[src/rtl/param_fifo.sv]
// Single-clock FIFO with selectable registered or first-word-fall-through read,
// occupancy level, programmable nearly_full/nearly_empty thresholds and sticky error flags.
module param_fifo #(
    parameter int data_width      = 16,
    parameter int depth           = 8,
    parameter int full_threshold  = 2,
    parameter int empty_threshold = 1,
    parameter bit fwft            = 1'b0
) (
    input  logic                    clk,
    input  logic                    reset,
    input  logic                    flush,
    input  logic                    wr_en,
    input  logic [data_width-1:0]   wr_data,
    input  logic                    rd_en,
    output logic [data_width-1:0]   rd_data,
    output logic                    rd_valid,
    output logic [$clog2(depth):0]  level,
    output logic                    empty,
    output logic                    nearly_empty,
    output logic                    nearly_full,
    output logic                    full,
    input  logic                    clear_errors,
    output logic                    overflow,
    output logic                    underflow
);

    localparam int aw = $clog2(depth);
    localparam int lw = aw + 1;
    localparam logic [lw-1:0] full_level = lw'(depth);
    localparam logic [lw-1:0] nf_level   = lw'(depth - full_threshold);
    localparam logic [lw-1:0] ne_level   = lw'(empty_threshold);

    logic [data_width-1:0] mem [depth];
    logic [aw-1:0]         wr_ptr;
    logic [aw-1:0]         rd_ptr;
    logic                  rd_acc;
    logic                  wr_acc;
    logic                  ovf_set;
    logic                  udf_set;

    assign empty        = (level == '0);
    assign full         = (level == full_level);
    assign nearly_full  = (level >= nf_level);
    assign nearly_empty = (level <= ne_level);

    // A write into a full FIFO is only legal when a read frees a slot in the same cycle.
    assign rd_acc  = rd_en & ~empty & ~flush;
    assign wr_acc  = wr_en & ~flush & (~full | rd_acc);
    assign ovf_set = wr_en & ~flush & ~wr_acc;
    assign udf_set = rd_en & empty & ~flush;

    always_ff @(posedge clk) begin
        if (wr_acc) begin
            mem[wr_ptr] <= wr_data;
        end
    end

    always_ff @(posedge clk or negedge reset) begin
        if (!reset) begin
            wr_ptr    <= '0;
            rd_ptr    <= '0;
            level     <= '0;
            overflow  <= 1'b0;
            underflow <= 1'b0;
        end else begin
            overflow  <= ovf_set | (overflow & ~clear_errors);
            underflow <= udf_set | (underflow & ~clear_errors);
            if (flush) begin
                wr_ptr <= '0;
                rd_ptr <= '0;
                level  <= '0;
            end else begin
                if (wr_acc) begin
                    wr_ptr <= wr_ptr + 1'b1;
                end
                if (rd_acc) begin
                    rd_ptr <= rd_ptr + 1'b1;
                end
                if (wr_acc && !rd_acc) begin
                    level <= level + 1'b1;
                end else if (rd_acc && !wr_acc) begin
                    level <= level - 1'b1;
                end
            end
        end
    end

    // FWFT exposes the head straight from storage; registered mode captures it on each pop.
    generate
        if (fwft) begin : g_fwft
            assign rd_data  = mem[rd_ptr];
            assign rd_valid = ~empty;
        end else begin : g_reg
            always_ff @(posedge clk or negedge reset) begin
                if (!reset) begin
                    rd_data  <= '0;
                    rd_valid <= 1'b0;
                end else begin
                    rd_valid <= rd_acc;
                    if (rd_acc) begin
                        rd_data <= mem[rd_ptr];
                    end
                end
            end
        end
    endgenerate

endmodule

[config.mk]
export PLATFORM = sky130hd
export DESIGN_NAME = param_fifo
export DESIGN_NICKNAME = d
export VERILOG_FILES = /design/src/rtl/param_fifo.sv
export SDC_FILE = /design/constraint.sdc
export NUM_CORES = 1
export LEC_CHECK = 0
export BUFFER_PORTS_ARGS = -buffer_cell sky130_fd_sc_hd__buf_2
export CORE_ASPECT_RATIO = 1.25
export CORE_MARGIN = 5
export CORE_UTILIZATION = 53
export CTS_CLUSTER_DIAMETER = 100
export CTS_CLUSTER_SIZE = 8
export DETAILED_ROUTE_END_ITERATION = 8
export GPL_ROUTABILITY_DRIVEN = 0
export HOLD_SLACK_MARGIN = 0.02
export PLACE_DENSITY = 0.8
export SLEW_MARGIN = 40
export SYNTH_ARGS = -nofsm -noshare
export SYNTH_HDL_FRONTEND = slang
export SYNTH_SLANG_ARGS = --single-unit
export TNS_END_PERCENT = 10
[constraint.sdc]
create_clock -name clk -period 3.3 [get_ports clk]
set_clock_uncertainty 0.15 [all_clocks]
set_input_delay 0 -clock clk [delete_from_list [all_inputs] [get_ports clk]]
set_output_delay 0 -clock clk [all_outputs]
set_load 0.1 [all_outputs]
* Yosys cells after proc, flatten, opt, wreduce, memory -nomap -nowiden
Memory sizes are Yosys's and may differ from the RTL's. A register that Yosys moved wholly into a read port is not among the register bits.
Index checks and enable logic that the tools add are counted.
** Word-level totals
- Register bits :: 13
- RAM bits :: 128
- Input port bits :: 22
- Word-level logic and storage cells :: 49
- Memories :: 1
** Memory list
- mem :: words 8, width 16, rd ports 1, clocked after Yosys merged registers in 1, wr ports 1, RTL line 34 : logic [data_width-1:0] mem [depth];
** Cells by class
- Add/sub/neg operators :: 4
- $lt $le $gt $ge :: 2
- Equal/unequal tests :: 1
- Mux-type cells :: 9
- Bitwise gates (word level) :: 17
- Reductions and logical operators :: 9
** Operators with widths (number)
- 2-to-1 mux 3 bit :: 4
- 2-to-1 mux 4 bit :: 3
- AND 1 bit :: 9
- adder 3 x 1 -> 3 bit, second input constant :: 2
- NOT 1 bit :: 5
- adder 4 x 1 -> 4 bit, second input constant :: 1
- equality test 4 bit, second input constant :: 1
- greater-or-equal comparator 4 x 3 -> 1 bit, second input constant :: 1
- less-or-equal comparator 4 x 1 -> 1 bit, second input constant :: 1
- zero test 4 bit :: 1
- nonzero test 2 bit :: 2
- subtractor 4 x 1 -> 4 bit, second input constant :: 1
- zero test 1 bit :: 3
- bitwise OR 1 bit :: 3
- nonzero test 3 bit :: 1
- logical AND 1 bit :: 2
- 2-to-1 mux 1 bit :: 2

* Depth between registers and ports, before layout
- Depth in word-level cells :: 11
- Mapped depth :: 7
- Mapped depth without buffers :: 6

* Least setup slack after synthesis
OpenSTA, ideal clock, no wires.
- Kind :: register to register
- Start point :: register level[1]
- End point :: register rd_data[4] (read register of mem)
- Setup time :: 126 ps
- Data arrival time :: 4382 ps
- Data required time :: 3024 ps
- Path slack :: -1357 ps
- Cell stages (with the launch flop) :: 8
- Path buffers :: 1
- Clock period less this slack :: 4657 ps
- Cell sequence :: dfrtp_1 inv_1 ha_1 nor3b_1 nor2_1 buf_2 nor2_1 a21oi_1
** On the way
- Cells in the longest elaborated chain, start to end :: 4
** Ends and longest elaborated chain
- start: declaration :: RTL line 18 : output logic [$clog2(depth):0] level,
- start signal: assignment :: RTL line 81 : level <= level + 1'b1;
- start signal: assignment :: RTL line 83 : level <= level - 1'b1;
- zero test 4 bit :: RTL line 42 : assign empty = (level == '0);
- net empty :: RTL line 19 : output logic empty,
- NOT 1 bit :: RTL line 48 : assign rd_acc = rd_en & ~empty & ~flush;
- AND 1 bit (2 in series) :: RTL line 48
- end: declaration :: RTL line 16 : output logic [data_width-1:0] rd_data,
The timed path passes the listed nets, and every way through them passes these cells.
A chain may end at the register's enable or synchronous reset.

* Worst setup path after layout
- Start point :: register level[1]
- End point :: memory mem[1][6] (enable)
** On the way
- Cells in the longest elaborated chain, start to end :: 8
- Elaborated cells between the ends (all ways) :: 10
- Those cells by class :: eq/ne (1); mux (2); bitwise (6); reduce/logical (1)
** Ends and longest elaborated chain
- zero test 4 bit :: RTL line 42
- NOT 1 bit :: RTL line 48
- AND 1 bit (2 in series) :: RTL line 48
- bitwise OR 1 bit * :: RTL line 49 : assign wr_acc = wr_en & ~flush & (~full | rd_acc);
- AND 1 bit * :: RTL line 49
- 2-to-1 mux 1 bit * :: RTL line 54 : if (wr_acc) begin
- 2-to-1 mux 1 bit (not written as such) * :: RTL line 55 : mem[wr_ptr] <= wr_data;
- end: declaration :: RTL line 34
Every way passes the cells marked *; elsewhere a longest branch is shown, timed or not.

==> results.toml <==
[setup_path]
path_cells = "inv_1, ha_1, nor2b_1, a31oi_1, nand2_1, nor3_2, buf_4"
critPathCaptureType = "flip-flop"
cpMaxStageDelayCell = "nor3_2"
path_class = "reg2reg"
cp.required_ps = 3260
crit_path_max_fanout = 10
cp.arrival_ps = 2800
max_stage_delay_ps = 500
cp-start-kind = "flip-flop"

[cts]
root_buffer = "clkbuf_16"
clk_pin_slew_ps = 60
cts_max_path_buffers = 2
htreeDepth = 4
clk_latency_ps = 420
cts_resized = 0
cts_hold_buffers = 24
cts.sinks = 157
numCtsBuffers = 17
cts_tree = "yes"
postCtsSetupRepairBufs = 0

[timing]
worst_pin_slew_ps = 614
final_hold_viol_count = 0
setup_viol = 0
slew_violations = 0
max_freq_mhz = 352
period_share_pct = 86.2
post-route-min-period_ps = 2840
fin_hold_ws_ps = 188
relSlewSlack_pct = 58.9
rsz0062_at_grt = "no"

[grt]
grt_overflow_total = 0
grtUsageTotal_pct = 18.9
first_global_vias = 3488
antenna_found_initial = 0
grt_pass1_wl_mm = 19.5
grt_max_degree = 35

[routing]
vias = 3352
drt_wl_total_mm = 12.4
drc = 0
ant_nets = 0
drt_pass1_iterations = 4
wl_per_cell_um = 21.3
vias_per_cell = 5.76
first_iter_violations = 236

[synthesis]
synthCells = 340
synthMuxAreaShare_pct = 14.6
ys_ff_latch = 157
synth_fa_ha_area_share_pct = 1.21
syn_avg_cell_area_um2 = 18.3
syn_area_mm2 = 0.00623
syn_nets = 368
yosysWarnings = 0
synth_top_family_by_area = "multiplexers"
synthFlopType = "edfxtp_1"
yosysSeqAreaShare_pct = 73.4
synth_xor_area_share_pct = 0.703
synth-edff-count = 128
yosysUniqueCellTypes = 35
synth_compound_area_share_pct = 3.25
synthArstFlopShare_pct = 18.5
synth_simple_gate_area_share_pct = 4.74

[floorplan]
fp.coreArea_mm2 = 0.0116
ios = 49
rows = 44
die_height_um = 131
dieWidth_um = 107
die_area_mm2 = 0.0140
start_util_pct = 53.9

[power]
switching_power_mw = 2.55
sequentialPowerShare_pct = 36.4
ir_worst_vdd_uv = 591
clkPwrFrac_pct = 30.5
switching_share_pct = 37.5
pwr-share-comb_pct = 33.1
total_power_mw = 6.80
p_int_mw = 4.25
power.leakage_nw = 2.67
cellPowerDensity_mw_per_mm2 = 899

[finish]
drive_gt1_share_pct = 29.7
fin_nets = 459
syn_to_final_growth_pct = 21.5
diodes = 0
fill_cells = 747

[job]
cap_violations = 0

[run_status]
status = "finished, final reports clean"

[placement]
io_buffer_count = 48
dp_hpwl_mm = 7.33

[worst_hold_path]
hold_path.class = "in2reg"
==> per-stage QoR <==
step / area, µm² / TNS, ps / setup WS (ps) / std cells / utilization [%]
CTS: 7550 / 0 / 453 / 581 / 65.3
detailed placement: 6690 / 0 / 507 / 525 / 57.8
global route: 7570 / 0 / 300 / 582 / 65.5
finish: 7570 / 0 / 457 / 582 / 65.5
floorplan: 6240 / -9710 / -429 / 340 / -
global placement: 6680 / 0 / 634 / 525 / 57.8
==> kinds of logic (layout without fill, tap and decap cells) <==
kind of cell	count (synthesis)	after routing
AOI/OAI and AO/OA	34	34
xor gates and xnor gates	5	5
adders and majority gates	6	6
buffers and inverters	25	129
DFF	157	157
muxes	51	51
and+or+nand+nor	62	62
==> layout by cell type (no fill, tap or decap), types with 3 or more instances in the layout <==
master         instances
inv_1                  7
mux4_2                32
nand2b_1               8
nor2b_1                3
a21oi_1               18
clkbuf_1               3
buf_2                 47
nor2_1                32
mux2i_1               18
ha_1                   6
clkbuf_16             17
nand2_1                6
dfrtp_1               27
o21ai_0                7
dlygate4sd3_1         25
edfxtp_1             128
buf_4                 18
bufinv_16              5
xor2_1                 4
==> critical path, delay by kind of cell (launching register included) <==
kind	cells	cell delay (ps)
simple gates	3	860
buf+inv	2	440
flops	1	450
compound gates	1	370
fa+ha+maj	1	260
==> power by group through the flow <==
| stage | combinational, mW | clock [mW] | sequential (mW) |
|---|---|---|---|
| 2_1_floorplan | 1.05 | 0 | 3.31 |
| 3_3_place_gp | 2.20 | 0 | 2.50 |
| 3_5_place_dp | 2.23 | 0 | 2.51 |
| 4_1_cts | 2.27 | 2.10 | 2.47 |
| 5_1_grt | 2.37 | 2.19 | 2.50 |
| 6_report | 2.25 | 2.08 | 2.47 |
==> cell usage after synthesis (all sizes together), types with 2 or more instances <==
| cell | instances | share of area, % |
|---|---|---|
| o31ai | 2 | 0.24 |
| nor2 | 33 | 2.0 |
| or3 | 2 | 0.20 |
| dfrtp | 29 | 12 |
| edfxtp | 128 | 62 |
| o21ai | 7 | 0.56 |
| inv | 7 | 0.42 |
| nand2b | 9 | 0.94 |
| nor3 | 4 | 0.32 |
| a21oi | 18 | 1.4 |
| nor2b | 3 | 0.30 |
| a211oi | 2 | 0.24 |
| nand2 | 6 | 0.36 |
| xor2 | 4 | 0.56 |
| mux4 | 32 | 12 |
| clkbuf | 2 | 0.12 |
| mux2i | 18 | 2.9 |
| buf | 16 | 1.5 |
| ha | 6 | 1.2 |
==> state kept, by name, indices dropped and copies added, names as in the netlist <==
signal     flops
mem          128
rd_data       16
wr_ptr         3
rd_ptr         3
rd_valid       1
overflow       1
level          4
underflow      1
==> metal layers <==
metal	vias to the layer above	global-route usage, %	share of wire (%)
met4	0	7.60	1.4
met5	-	0	0
met3	14	3.63	6.1
met2	115	30.9	52
li1	1512	-	-
met1	1711	25.2	41
==> path summary, 6_finish.rpt <==
kind                            depth (start not counted)           to  slack [ps]          from
worst min register to register                          2  rd_data[14]         370   rd_data[14]
min in group asynchronous                               3     level[0]         460         reset
worst max register to register                          7    mem[1][6]         460      level[1]
max in group asynchronous                               3    rd_ptr[0]        2200         reset
worst min-delay path                                    3     overflow         190  clear_errors
worst max-delay path                                    7    mem[1][6]         460      level[1]
==> cell type report <==
cell class / count / area [µm²] / share of cell area, %
Sequential cell: 157 / 4570 / 60.4
Multi-Input combinational cell: 158 / 1550 / 20.4
Timing Repair Buffer: 90 / 621 / 8.20
Clock buffer: 20 / 437 / 5.77
Clock inverter: 12 / 193 / 2.55
Tap cell: 138 / 173 / 2.28
Inverter: 7 / 26.3 / 0.347
Note: power is estimated with default switching activity, not from simulation.
